--- config.mk ---
export PLATFORM = sky130hd
export DESIGN_NAME = fir_tap_feeder
export DESIGN_NICKNAME = d
export VERILOG_FILES = /design/src/rtl/fir_tap_feeder.sv
export SDC_FILE = /design/constraint.sdc
export NUM_CORES = 2
export LEC_CHECK = 0
export CAP_MARGIN = 10
export CORE_ASPECT_RATIO = 2
export CORE_UTILIZATION = 35
export CTS_BUF_LIST = sky130_fd_sc_hd__clkbuf_4 sky130_fd_sc_hd__clkbuf_8
export DETAILED_ROUTE_END_ITERATION = 7
export MAX_ROUTING_LAYER = met4
export PLACE_DENSITY = 0.62
export SYNTH_ARGS = -nofsm -noshare
export SYNTH_HDL_FRONTEND = slang
export SYNTH_SLANG_ARGS = --single-unit
--- constraint.sdc ---
create_clock -name clk -period 36.7 [get_ports clk]
set_input_delay 5.505 -clock clk [delete_from_list [all_inputs] [get_ports clk]]
set_output_delay 5.505 -clock clk [all_outputs]
set_load 0.01 [all_outputs]
--- src/rtl/fir_tap_feeder.sv ---
// rtl/fir_tap_feeder.sv - 64-entry sample history streamed newest-first, one tap per clock
module fir_tap_feeder #(
    parameter int TAPS      = 64,
    parameter int ADDR_BITS = 6,
    parameter int WIDTH     = 16
) (
    input  logic                 clk,
    input  logic                 reset,
    input  logic [WIDTH-1:0]     din,
    input  logic                 din_valid,
    output logic                 din_ready,
    output logic [WIDTH-1:0]     x,
    output logic [ADDR_BITS-1:0] tap_idx,
    output logic                 x_valid,
    output logic                 frame_start,
    output logic                 frame_last,
    output logic                 busy,
    output logic                 overrun
);

    typedef enum logic {
        IDLE,
        STREAM
    } state_t;

    localparam logic [ADDR_BITS-1:0] K_LAST = ADDR_BITS'(TAPS - 1);

    state_t               state_q, state_d;
    logic [ADDR_BITS-1:0] k_q, k_d;
    logic [ADDR_BITS-1:0] wptr_q, base_q;
    logic [WIDTH-1:0]     mem_q [TAPS];
    logic [WIDTH-1:0]     x_q;
    logic [ADDR_BITS-1:0] tap_idx_q;
    logic                 x_valid_q, frame_start_q, frame_last_q, overrun_q;

    logic                 k_last;
    logic                 accept;
    logic [ADDR_BITS-1:0] rd_addr;

    assign k_last    = (k_q == K_LAST);
    assign din_ready = (state_q == IDLE) || ((state_q == STREAM) && k_last);
    assign accept    = din_valid && din_ready;
    // Natural ADDR_BITS wrap gives the modulo-TAPS walk back through history.
    assign rd_addr   = base_q - k_q;

    always_comb begin
        state_d = state_q;
        k_d     = k_q;
        case (state_q)
            IDLE: begin
                if (accept) begin
                    state_d = STREAM;
                    k_d     = '0;
                end
            end
            STREAM: begin
                if (k_last) begin
                    if (accept) begin
                        k_d = '0;
                    end else begin
                        state_d = IDLE;
                    end
                end else begin
                    k_d = k_q + ADDR_BITS'(1);
                end
            end
            default: begin
                state_d = IDLE;
            end
        endcase
    end

    // The tap read and the history write share an edge; non-blocking update
    // makes a back-to-back frame's final tap see the old entry.
    always_ff @(posedge clk or posedge reset) begin
        if (reset) begin
            state_q       <= IDLE;
            k_q           <= '0;
            wptr_q        <= '0;
            base_q        <= '0;
            x_q           <= '0;
            tap_idx_q     <= '0;
            x_valid_q     <= 1'b0;
            frame_start_q <= 1'b0;
            frame_last_q  <= 1'b0;
            overrun_q     <= 1'b0;
            for (int i = 0; i < TAPS; i++) begin
                mem_q[i] <= '0;
            end
        end else begin
            state_q <= state_d;
            k_q     <= k_d;
            if (accept) begin
                mem_q[wptr_q] <= din;
                base_q        <= wptr_q;
                wptr_q        <= wptr_q + ADDR_BITS'(1);
            end
            if (din_valid && !din_ready) begin
                overrun_q <= 1'b1;
            end
            if (state_q == STREAM) begin
                x_q           <= mem_q[rd_addr];
                tap_idx_q     <= k_q;
                x_valid_q     <= 1'b1;
                frame_start_q <= (k_q == '0);
                frame_last_q  <= k_last;
            end else begin
                x_valid_q     <= 1'b0;
                frame_start_q <= 1'b0;
                frame_last_q  <= 1'b0;
            end
        end
    end

    assign x           = x_q;
    assign tap_idx     = tap_idx_q;
    assign x_valid     = x_valid_q;
    assign frame_start = frame_start_q;
    assign frame_last  = frame_last_q;
    assign busy        = (state_q == STREAM);
    assign overrun     = overrun_q;

endmodule

==> results.yml <==
detailed_routing:
  num_vias: 27674
  routed_wl_mm: 130
  drt_first_pass_iters: 5
  routedWlPerCell_um: 25.2
  first_iter_violations: 1775
  detail-route-antenna-nets: 0
  drt-vias-per-instance: 5.35
  drc: 0
synthesis:
  synth.area.top_cells: "dfrtp_1, mux2_2, mux4_2, nand2_1, clkbuf_1"
  async_flop_share_pct: 100
  yosys.cell_types.count: 54
  synth_top_area_share_pct: 54.9
  yosysTopAreaCell: "dfrtp_1"
  syn-num-nets: 3275
  synth_edf_count: 0
  syn_inst: 3247
  yosys_warnings: 0
  synth_top_flop_cell: "dfrtp_1"
  syn-cell-area_mm2: 0.0488
  ys_seq_area_share_pct: 54.9
  yosys_register_bits: 1069
  postSynthAreaPerCell_um2: 15.0
power:
  power_density_mw_per_mm2: 63.8
  peakVddDrop_v: 0.000139
  p_leak_uw: 0.0257
  finalPower_uw: 3440
worst_hold_path:
  min_path_type: "flip-flop to flip-flop"
critical_path:
  crit_required_ns: 37.50
  crit_chain: "clkdlybuf4s50_1, inv_8, buf_4, buf_4, buf_4, buf_12"
  path_common_cell: "buf_4"
  critPathSlowestCell: "buf_4"
  critPathKind: "primary input to asynchronous set/reset pin"
  end_kind: "asynchronous set/reset pin"
  cp_max_fo: 179
  slowest_delay_ns: 0.84
  cpLargestDelayFamily: "buffers and inverters"
  cp.arrival_ns: 10.21
  start_kind: "primary input"
  path_buf_inv: 6
clock_network:
  clockBufferDepth: 4
  post_cts_buffers: 0
  clkTransAtPathRegs_ns: 0.06
  post_cts_resized: 0
  cts_tree: "done"
  clk_latency_ns: 0.85
  cts_made_buffers: 153
  cts_root_buf: "clkbuf_8"
  htreeDepth: 4
  cts_sinks: 1069
  hold_buffers: 0
timing:
  worstMarginPinSlew_ns: 1.27
  finalCritPeriodShare_pct: 25.7
  maxSlewHeadroom_pct: 15.4
  hold_slack_ns: 0.499
  hold_viol: 0
  timing.final.crit_period_ns: 9.42
  fmax_mhz: 106
  finClkSkew_ns: 0.0495
  setup_viol: 0
  slew_violations: 0
  fin_tns_setup_ns: 0
  rsz0062_at_grt: "false"
floorplanning:
  start_util_pct: 35.3
  die_w_um: 266
  io_pins: 47
  die_h_um: 530
  core_area_mm2: 0.138
  die_area_mm2: 0.141
  num_rows: 193
final_layout:
  area_growth_pct: 10.5
  layout-drive-gt1-share_pct: 51.1
  final_nets: 3247
  utilization_pct: 39.0
  final_cell_mix: "dfrtp_1, mux2_2, mux4_2, nand2_1, clkbuf_8"
  fillers: 12994
  layout_commonest_cell: "dfrtp_1"
grt:
  track_usage_pct: 19.5
  first_global_vias: 30129
  grt-ovfl-total: 0
  grt_pass1_wl_mm: 199
  use_met1_pct: 20.9
  gr-usage-met3_pct: 1.85
  use_met2_pct: 35.4
  grt_busiest_layer: "met2"
  antenna_found_initial: 2
  grt_max_degree: 186
place:
  gp_congestion: 0.825
  dp_hpwl_mm: 79.5
  port_buffers: 46
flow_run:
  max_cap_violations: 0
outcome:
  status: "finished clean"
## final cells by class
type	instances	area (um^2)	share of cell area, %
Sequential cell	1069	26800	49.6
Timing Repair Buffer	112	951	1.76
Inverter	12	52.6	0.0975
Tap cell	1852	2320	4.30
Antenna cell	2	5.00	0.00929
Multi-Input combinational cell	1871	20800	38.6
Clock inverter	11	60.1	0.111
Clock buffer	240	2970	5.51
## path summary, 6_finish.rpt
path,startpoint,end,slack [ns],cells past startpoint
max in group clk,k_q[0],din_ready,28.36,5
min in group asynchronous,reset,mem_q[522],5.27,2
min reg2reg,mem_q[505],mem_q[505],0.50,1
max,reset,mem_q[280],27.28,6
max reg2reg,k_q[0],x[12],29.86,11
min,mem_q[505],mem_q[505],0.50,1
## logic make-up after synthesis
kind of cell,count (synthesis),synth area share (%)
and+or+nand+nor,417,4.06
DFF,1069,54.9
AOI/OAI and AO/OA,100,1.27
xor gates and xnor gates,12,0.231
muxes,1333,36.6
adders and majority gates,9,0.246
buffers and inverters,307,2.69
## sequential cells by signal, indices dropped and copies added (netlist names)
signal and count:
mem_q 1024, x 16, base_q 6, k_q 6, tap_idx 6, wptr_q 6, busy 1, frame_last 1
frame_start 1, overrun 1, x_valid 1
## metal layers
metal | part of all wire [%] | wire length, um
met3 | 2.8 | 3670
met2 | 55 | 71300
met1 | 37 | 47900
met5 | 0 | 0
met4 | 5.6 | 7240
## through the flow
stage          instance area (um^2)  setup slack, ns  instances
2_1_floorplan                 48800             1.10       3247
3_3_place_gp                  50900            26.38       4916
3_5_place_dp                  50900            26.30       4916
4_1_cts                       53900            27.18       5167
5_1_grt                       53900            26.58       5169
6_report                      53900            27.28       5169
## synth_stat cells (all sizes together), types with 4 or more instances
master / instances
a21oi: 49
and2: 4
nand3: 96
xor2: 5
mux2i: 38
dfrtp: 1069
o22ai: 17
nor2: 57
buf: 108
xnor2: 7
mux2: 1037
o21ai: 7
o2111ai: 15
inv: 12
clkbuf: 187
or3b: 4
ha: 8
nand2: 228
mux4: 258
nor3: 4
## where the power goes
group          total (uW)  leakage (uW)  internal [uW]  switching, uW
logic                1230       0.00917            403            825
clock network         966       0.00162            511            456
registers            1240        0.0149           1210           29.5
Note: power is estimated with default switching activity, not from simulation.
